[config.mk]
export PLATFORM = sky130hd
export DESIGN_NAME = fetch_sequencer
export DESIGN_NICKNAME = d
export VERILOG_FILES = /design/src/rtl/fetch_sequencer.sv
export SDC_FILE = /design/constraint.sdc
export NUM_CORES = 1
export LEC_CHECK = 0
export CAP_MARGIN = 20
export CORE_MARGIN = 2
export CORE_UTILIZATION = 30
export DETAILED_ROUTE_END_ITERATION = 12
export GPL_TIMING_DRIVEN = 0
export PLACE_DENSITY = 0.65
export SLEW_MARGIN = 20
export SYNTH_ARGS = -nofsm -noshare
export SYNTH_HDL_FRONTEND = slang
export SYNTH_SLANG_ARGS = --single-unit
[constraint.sdc]
create_clock -name clk -period 2 [get_ports clk]
set_input_delay 0.2 -clock clk [delete_from_list [all_inputs] [get_ports clk]]
set_output_delay 0.2 -clock clk [all_outputs]
set_load 0.05 [all_outputs]
[src/rtl/fetch_sequencer.sv]
// fetch_sequencer: two-phase fetch/execute program sequencer with free-run and single-step control
module fetch_sequencer #(
    parameter int PC_W = 12
) (
    input  logic            clk,
    input  logic            reset,
    input  logic            enable,
    input  logic            step_mode,
    input  logic            step_req,
    output logic            step_ack,
    input  logic [7:0]      prog_byte,
    output logic [PC_W-1:0] pc,
    input  logic [12:0]     ctrl,
    input  logic            alu_c,
    input  logic            alu_z,
    output logic [6:0]      dec_add,
    output logic [3:0]      instr,
    output logic [3:0]      oprnd,
    output logic            phase,
    output logic            c_flag,
    output logic            z_flag
);
    typedef enum logic [1:0] {RUN, IDLE, STEP_F, STEP_E} state_t;
    state_t state;
    logic   adv;
    // RUN parks only on a fetch boundary, so an entry into stepping from phase 0 does not advance
    always_comb adv = enable && (state == STEP_F || state == STEP_E || (state == RUN && !(step_mode && !phase)));
    assign dec_add = {instr, c_flag, z_flag, phase};
    // datapath registers and stepping FSM; enable low freezes everything, reset discards the cycle
    always_ff @(posedge clk) begin
        if (reset) begin
            pc       <= '0;
            phase    <= 1'b0;
            instr    <= 4'h0;
            oprnd    <= 4'h0;
            c_flag   <= 1'b0;
            z_flag   <= 1'b0;
            step_ack <= 1'b0;
            state    <= step_mode ? IDLE : RUN;
        end else begin
            step_ack <= adv && state == STEP_E;
            if (adv) begin
                phase <= !phase;
                if (!phase) {instr, oprnd} <= prog_byte;
                if (ctrl[11]) pc <= PC_W'({oprnd, prog_byte});
                else if (ctrl[12]) pc <= pc + PC_W'(1);
                if (phase && ctrl[10]) {c_flag, z_flag} <= {alu_c, alu_z};
            end
            if (enable)
                state <= state == RUN    ? (step_mode ? IDLE : RUN) :
                         state == IDLE   ? (!step_mode ? RUN : step_req ? STEP_F : IDLE) :
                         state == STEP_F ? STEP_E :
                                           (step_mode ? IDLE : RUN);
        end
    end
endmodule

# Word level (Yosys, flattened, before mapping)
# Index checks and enable logic that the tools add are counted.
# word_totals
output_inout_bits	31
reg_bits	26
elab_cells	38
inputBits	28
# classes
mux	10
reduce_logical	15
add_sub_neg	1
n_eq_ne	3
bitwise_logic	1
# op_table
op	count
12-bit 2-to-1 mux	2
2-bit 2-to-1 mux	7
12-bit by 1-bit adder with 12-bit output (second input constant)	1
2-bit AND reduction	3
1-bit logical AND	5
2-bit == test (second input constant)	2
2-bit nonzero test	2
2-bit by 1-bit == test with 1-bit output (second input constant)	1
1-bit zero test	2
2-bit zero test	1
1-bit logical OR	2
1-bit 2-to-1 mux	1
1-bit NOT	1

# Logic depth before layout (Yosys ltp)
# Gate-level depths: netlist of the first run.
# logic_depth
word_depth	7
mapped_depth	6
depth_no_buf	5

# Worst setup path after synthesis of the first run
# OpenSTA, ideal clock, no wires.
# synth_path
kind	reg-to-reg
start	register pc[0]
end	register pc[8]
stages_incl_launch_ff	7
slack_ns	0.261
setup_time_ns	0.071
required_ns	1.929
arrival_time_ns	1.668
path_buffers	1
period_less_slack_ns	1.739
cell_sequence	dfxtp_1 ha_1 and4_1 buf_2 nand4_1 a21o_1 a21oi_1
# synth_via
elab_chain_len	3
# synth_rtl
element	line_no	text
start: declaration	12	output logic [PC_W-1:0] pc,
start signal: assignment	45	if (ctrl[11]) pc <= PC_W'({oprnd, prog_byte});
start signal: assignment	46	else if (ctrl[12]) pc <= pc + PC_W'(1);
12-bit by 1-bit adder with 12-bit output	46	
12-bit 2-to-1 mux	46	
12-bit 2-to-1 mux	45	
# No other way between the ends. The select of a mux whose other input is x is not followed.
# A chain may end at the register's enable or synchronous reset.

# Final worst setup path of the first run
# layout_path
start	register phase
end	output port phase
# layout_lines
element	line_no	text
start: declaration	19	output logic phase,
start signal: assignment	43	phase <= !phase;
# No word-level cell between the ends.

==> impl_metrics.toml, run 1 <==
[run_status]
status = "complete, no violations"

[setup_path]
cp-start-kind = "flip-flop"
max_stage_delay_ps = 860
cp-end-kind = "output pin"
cp_data_required_time_ps = 1800
path_delay_family = "buffers and inverters"
critPathSlowestCell = "clkdlybuf4s50_1"
worstPathMaxFanout = 10
critical_path_arrival_ps = 1640
crit_type = "reg2out"
path_cells = "clkdlybuf4s50_1"
worst-path-buf-inv = 1

[drt]
remaining_drc_errors = 0
post_drt_wl_per_cell_um = 14.5
drtIter0Drc = 71
vias = 1419
ant_nets = 0
routed_via_density = 5.28
wirelength_um = 3910
drt_pass1_iterations = 4

[timing]
drv_slew = 0
skew_ps = 7.02
setup_ws_ps = 162
fmax_mhz = 544
finalCritPeriodShare_pct = 91.9
rsz0062_at_grt = "no"
finalSetupViolCount = 0
maxSlewHeadroom_pct = 65.2
period_needed_ps = 1840
report.final.hold_viol_count = 0
worstMarginPinSlew_ps = 522
tns_ps = 0

[yosys]
yosysWarnings = 0
synthFlopType = "dfxtp_1"
synth-edff-count = 2
ys_ff_latch = 26
avgSynthCellArea_um2 = 8.42
yosysSeqAreaShare_pct = 38.7
syn_area_um2 = 1400
synth.distinct_cells = 44
syn-num-nets = 195
async_reset_ff_share_pct = 0
synth_cells = 166

[pwr]
ir_drop_uv = 462
fin_total_pwr_mw = 1.26
leakagePower_nw = 0.726
p_per_area_nw_per_um2 = 638

[clocking]
cts_buffer_depth = 2
clockRootBuffer = "clkbuf_8"
htree_levels = 1
cts.clk_slew.worst_paths_ps = 90
cts_tree = "built"
insertion_delay_ps = 270
clock-sinks = 26
cts_buffers = 3
cts_setup_buffers = 0

[layout]
n_fill_cell = 460
area_delta_synth_final_pct = 41.7
drive_gt1_share_pct = 10.1
multi_input_area_um2 = 756
instances_no_fill = 269
layout_commonest_cell = "clkdlybuf4s50_1"
seq_area_um2 = 541
final_cell_mix = "clkdlybuf4s50_1, dfxtp_1, nand2_1, nor2_1, a21oi_1"
num-nets-final = 247
num_antenna_cells = 0

[placed_design]
hpwl_um = 2800
place_congestion = 0.897
dp_slack_ps = 86.8
port_buffers = 47
dpl.cell_count = 265

[floorplanning]
initial_core_util_pct = 31.7
die_area_um2 = 5220
io_pins = 59
design.core.area_um2 = 4410
fp.dieW_um = 72.3
rows = 24
die_y_um = 72.3

[grt]
antenna_found_initial = 0
grt-ovfl-total = 0
grt_max_degree = 15
grt_pass1_vias = 1296
grt.total_usage_pct = 15.7
grt_pass1_wl_um = 6490

[worst_hold_path]
hold_path_class = "in2reg"

[job]
cap_viol_max_count = 0
cell usage after synthesis (2+ instances only):
cell	n	area share (%)
buf_4	7	3.8
nand3_1	4	1.4
edfxtp_1	2	4.3
buf_2	3	1.1
nor3_1	2	0.72
or2_2	2	0.90
dfxtp_1	24	34
nand2b_1	5	2.2
and3_1	2	0.90
o21ai_1	2	0.72
a31oi_1	3	1.3
o221ai_1	2	1.3
nor2_1	17	4.6
nand4_1	4	1.8
a21o_1	2	1.1
and4b_1	2	1.4
nand2_1	17	4.6
and2_1	2	0.90
a311o_1	2	1.4
a21oi_1	17	6.1
clkbuf_1	5	1.3
a32o_1	3	2.1
o21ai_0	10	3.6
mux2i_1	7	5.0
per-stage QoR:
step / hold WS [ps] / utilization (%) / area, um2
after global routing: 365 / 44.9 / 1980
after detailed placement: 486 / 43.8 / 1930
after global placement: 479 / 43.8 / 1930
after floorplan: 336 / - / 1400
final: 347 / 44.9 / 1980
after CTS: 342 / 44.8 / 1980
cell type report:
type / count / share of cell area (%)
plain buffers: 17 / 5.12
repair buffers: 47 / 23.9
clock buffers: 3 / 2.08
clock inverters: 1 / 0.190
multi-input cells: 123 / 38.2
well taps: 52 / 3.28
flip-flops and latches: 26 / 27.3
kinds of logic after synthesis:
family | Yosys count | share of synthesized area, %
AND/OR/NAND/NOR | 65 | 24.6
AO/OA/AOI/OAI | 49 | 22.7
flip-flops | 26 | 38.7
buffers and inverters | 17 | 7.25
multiplexers | 8 | 5.82
adder cells (fa/ha/maj) | 1 | 0.895
sequential cells by signal, indices dropped and copies added, names as in the netlist:
name      flops
pc           12
instr         4
oprnd         4
state         2
c_flag        1
phase         1
step_ack      1
z_flag        1
final timing paths:
path	start	to	slack, ps	depth (start not counted)
max	phase	phase	160	1
min	ctrl[11]	pc[4]	350	4
max reg2reg	state[0]	pc[0]	340	4
min reg2reg	instr[3]	instr[3]	500	2
power by group:
part	total, mW	internal, mW	switching [mW]
combinational	0.370	0.149	0.221
clock	0.307	0.138	0.169
sequential	0.587	0.553	0.0331
what timing repair did:
action                                  in CTS  in global routing
endpoints found under the setup margin       0                  1
resized for setup                            0                  1
hold buffers                                 0                  0
endpoints found under the hold margin        0                  0
metal layers:
layer / GRT usage, % / routed length [um] / vias to the layer above
li1: - / - / 706
met4: 2.94 / 21 / 0
met2: 24.3 / 1720 / 57
met1: 22.4 / 1900 / 654
met5: 0 / 0 / -
met3: 4.03 / 265 / 2
Note: power is estimated with default switching activity, not from simulation.
==> run 2: changes to the inputs <==
Settings changed: PLACE_DENSITY 0.65 to 0.57.
==> run 2 against run 1 <==
Sequential share of layout area down 0.14 points. Count of clock-buffer cells in the layout up 1. Global-route usage down 0.61 points. First-iteration DRC count down 5.6%. Worst hold slack better by 34 ps. Clock skew down 5.2 ps. Critical endpoint unchanged.
==> impl_metrics.toml, run 2 (synthesis gave the netlist of run 1 again) <==
[run_status]
status = "complete, no violations"

[setup_path]
cp-start-kind = "flip-flop"
worstPathMaxFanout = 10
path_cells = "clkdlybuf4s50_1"
max_stage_delay_ps = 860
path_delay_family = "buffers and inverters"
critPathSlowestCell = "clkdlybuf4s50_1"
r2r_slack_ps = 370
r2r_cells = 4
cp_data_required_time_ps = 1800
cp-end-kind = "output pin"
r2r-end = "pc[0]"
worst-path-buf-inv = 1
crit_type = "reg2out"
critical_path_arrival_ps = 1640
reg2reg_from = "state[0]"

[pwr]
p_per_area_nw_per_um2 = 655
leakagePower_nw = 0.732
ir_drop_uv = 335

[clocking]
clockRootBuffer = "clkbuf_8"
clock-sinks = 26
cts.clk_slew.worst_paths_ps = 90
cts_tree = "built"
htree_levels = 1
cts_buffers = 3
insertion_delay_ps = 270
cts_buffer_depth = 2
cts_setup_buffers = 0

[drt]
remaining_drc_errors = 0
routed_via_density = 5.25
drt_pass1_iterations = 4
post_drt_wl_per_cell_um = 14.5
wirelength_um = 3900
ant_nets = 0
vias = 1413
drtIter0Drc = 67

[timing]
report.final.hold_viol_count = 0
tns_ps = 0
finalCritPeriodShare_pct = 92.0
setup_ws_ps = 161
period_needed_ps = 1840
rsz0062_at_grt = "no"
worstMarginPinSlew_ps = 508
skew_ps = 1.79
fmax_mhz = 544
finalSetupViolCount = 0
maxSlewHeadroom_pct = 66.0
drv_slew = 0

[grt]
grt_max_degree = 15
grt.total_usage_pct = 15.1
grt-ovfl-total = 0
antenna_found_initial = 0
grt_pass1_vias = 1266
grt_pass1_wl_um = 6270

[floorplanning]
io_pins = 59
die_area_um2 = 5220
initial_core_util_pct = 31.7
design.core.area_um2 = 4410
rows = 24
die_y_um = 72.3
fp.dieW_um = 72.3

[placed_design]
dp_slack_ps = 67.2
place_congestion = 0.839
port_buffers = 47
hpwl_um = 2860

[layout]
reg_top3 = "pc (12), instr (4), oprnd (4)"
largest_register_ffs = 12
layout_commonest_cell = "clkdlybuf4s50_1"
num-nets-final = 247
drive_gt1_share_pct = 10.6
largest_register = "pc"
area_delta_synth_final_pct = 42.4
final_cell_mix = "clkdlybuf4s50_1, dfxtp_1, nand2_1, nor2_1, a21oi_1"
num_antenna_cells = 0

[worst_hold_path]
hold_start = "ctrl[11]"
whs_endpoint = "pc[4]"
hold_path_class = "in2reg"
holdPathStages = 4

[job]
cap_viol_max_count = 0
==> run 2: timing repair <==
item | CTS | global route
gates resized for setup | 0 | 1
hold buffers | 0 | 0
setup endpoints to repair | 0 | 1
endpoints found under the hold margin | 0 | 0
==> run 2: where the power goes <==
part,switching (mW),total [mW],internal (mW)
registers,0.0323,0.586,0.554
logic,0.220,0.369,0.149
clock network,0.174,0.350,0.176
total,0.426,1.30,0.878
==> run 2: per-layer routing <==
layer  share of wire, %  global-route usage (%)
met3                6.5                    3.61
met5                  0                       0
met4               0.54                    2.52
met1                 48                    21.1
met2                 44                    24.2
==> run 2: cell type report <==
| class | instances | area [um2] |
|---|---|---|
| Fill cell | 477 | 2420 |
| Timing Repair Buffer | 47 | 473 |
| Tap cell | 52 | 65.1 |
| Clock buffer | 4 | 55.1 |
| Buffer | 17 | 101 |
| Multi-Input combinational cell | 123 | 756 |
| Sequential cell | 26 | 541 |
==> run 2: worst max-delay path by stage <==
stage	to	cells past startpoint	slack (ps)	from
after floorplan	pc[8]	6	260	pc[0]
after global placement	state[1]	4	70	reset
after detailed placement	state[1]	4	70	reset
after CTS	dec_add[0]	2	70	phase
after global routing	phase	1	70	phase
final	phase	1	160	phase
==> run 2: tightest hold or removal path: cells and delay by family <==
family                 cells  cell delay, ps
AND/OR/NAND/NOR            2             130
buffers and inverters      1             150
AO/OA/AOI/OAI              1             130
==> run 2: stage by stage <==
step           hold slack, ps  power [mW]  util [%]  area (um2)  cells
2_1_floorplan             336       0.833         -        1400    166
4_1_cts                   371        1.32      45.0        1990    269
5_1_grt                   401        1.36      45.1        1990    269
3_3_place_gp              479       0.969      43.8        1930    265
6_report                  381        1.30      45.1        1990    269
3_5_place_dp              492       0.968      43.8        1930    265
==> run 3: changes to the inputs <==
Settings changed: PLACE_DENSITY 0.57 to 0.7.
==> run 3 against run 2 <==
Die area is the same. Non-clock buffer count is the same. Critical path depth is the same. Register-to-register slack lost 40 ps. Sequential power is essentially flat. Setup slack lost 0.80 ps. Cell count is the same. Flip-flop and latch count is the same. Worst hold slack lost 10 ps. Global-route usage shrank 0.31 points. Critical endpoint unchanged.
==> impl_metrics.toml, run 3 (synthesis gave the netlist of run 1 again) <==
[run_status]
status = "complete, no violations"

[drt]
routed_via_density = 5.27
ant_nets = 0
wirelength_um = 3900
drtIter0Drc = 52
drt_pass1_iterations = 4
vias = 1417
post_drt_wl_per_cell_um = 14.5
remaining_drc_errors = 0

[setup_path]
r2r_cells = 4
path_cells = "clkdlybuf4s50_1"
critPathSlowestCell = "clkdlybuf4s50_1"
cp_data_required_time_ps = 1800
path_delay_family = "buffers and inverters"
r2r_slack_ps = 330
worst-path-buf-inv = 1
reg2reg_from = "state[0]"
max_stage_delay_ps = 860
r2r-end = "pc[0]"
path_depth = 1
cp-start-kind = "flip-flop"
worstPathMaxFanout = 10
cp-end-kind = "output pin"
crit_type = "reg2out"
critical_path_arrival_ps = 1640

[floorplanning]
io_pins = 59
rows = 24
fp.dieW_um = 72.3
die_y_um = 72.3
die_area_um2 = 5220
initial_core_util_pct = 31.7
design.core.area_um2 = 4410

[placed_design]
port_buffers = 47
hpwl_um = 2790
dpl.cell_count = 265
dpl_cell_area_um2 = 1930
dp_slack_ps = 112
place_congestion = 0.834

[worst_hold_path]
hold_path_class = "in2reg"
hold_start = "ctrl[11]"
whs_endpoint = "pc[4]"
holdPathStages = 4

[grt]
antenna_found_initial = 0
grt-ovfl-total = 0
grt.total_usage_pct = 14.8
grt_max_degree = 15
grt_pass1_wl_um = 6100
grt_pass1_vias = 1242

[layout]
reg_top3 = "pc (12), instr (4), oprnd (4)"
num-nets-final = 247
final_cell_mix = "clkdlybuf4s50_1, dfxtp_1, nand2_1, nor2_1, a21oi_1"
largest_register = "pc"
instances_no_fill = 269
drive_gt1_share_pct = 10.1
stdcell_area_um2 = 1980
area_delta_synth_final_pct = 41.7
num_antenna_cells = 0
layout_commonest_cell = "clkdlybuf4s50_1"
largest_register_ffs = 12

[timing]
worstMarginPinSlew_ps = 516
rsz0062_at_grt = "no"
finalCritPeriodShare_pct = 92.0
drv_slew = 0
tns_ps = 0
report.final.hold_viol_count = 0
fmax_mhz = 543
maxSlewHeadroom_pct = 65.5
setup_ws_ps = 160
finalSetupViolCount = 0
skew_ps = 4.49
period_needed_ps = 1840

[pwr]
p_per_area_nw_per_um2 = 640
ir_drop_uv = 360
leakagePower_nw = 0.726

[clocking]
cts_setup_buffers = 0
clock-sinks = 26
cts.clk_slew.worst_paths_ps = 90
insertion_delay_ps = 270
cts_buffers = 3
htree_levels = 1
cts_tree = "built"
clockRootBuffer = "clkbuf_8"
cts_buffer_depth = 2

[job]
cap_viol_max_count = 0
## run 3: cell types whose count changed in the layout (fill, tap and decap cells not counted)
cell,delta
clkbuf_1,+1
clkbuf_8,-1
## run 3: how the worst max path moves through the flow
stage                     startpoint         end  slack, ps
after floorplan                pc[0]       pc[8]        260
after global placement         reset    state[1]        120
after detailed placement       reset    state[1]        110
after CTS                      phase  dec_add[0]         60
after global routing           phase       phase         80
final                          phase       phase        160
## run 3: final cells by class
cell class	instances	area, um2
Buffer	17	101
Clock buffer	4	45.0
Fill cell	458	2430
Multi-Input combinational cell	123	756
Sequential cell	26	541
Tap cell	52	65.1
Timing Repair Buffer	47	473
## run 3: metal layers
layer	vias to the layer above	wire length, um	global-route usage, %
met5	-	0	0
met4	0	21	2.52
met3	2	234	4.03
met2	47	1800	23.9
met1	663	1840	20.2
li1	705	-	-
## run 3: per-stage QoR
step,power (mW),hold slack (ps),utilization (%)
6_report,1.27,371,44.9
5_1_grt,1.33,369,44.9
4_1_cts,1.28,355,44.8
3_5_place_dp,0.966,486,43.8
3_3_place_gp,0.964,478,43.8
2_1_floorplan,0.833,336,-
## run 3: tightest hold or removal path, cell delays in order
cell,delay [ps]
buf_2,150
nand2b_1,80
a21oi_1,120
nor3_1,60
## run 3: what timing repair did
item | in CTS | in global routing
hold endpoints to repair | 0 | 0
resized for setup | 0 | 1
hold buffers | 0 | 0
setup endpoints to repair | 0 | 1
## run 3: report_power, final
group,internal [mW],switching (mW)
Clock,0.143,0.169
Sequential,0.553,0.0325
Combinational,0.149,0.221
Total,0.845,0.422
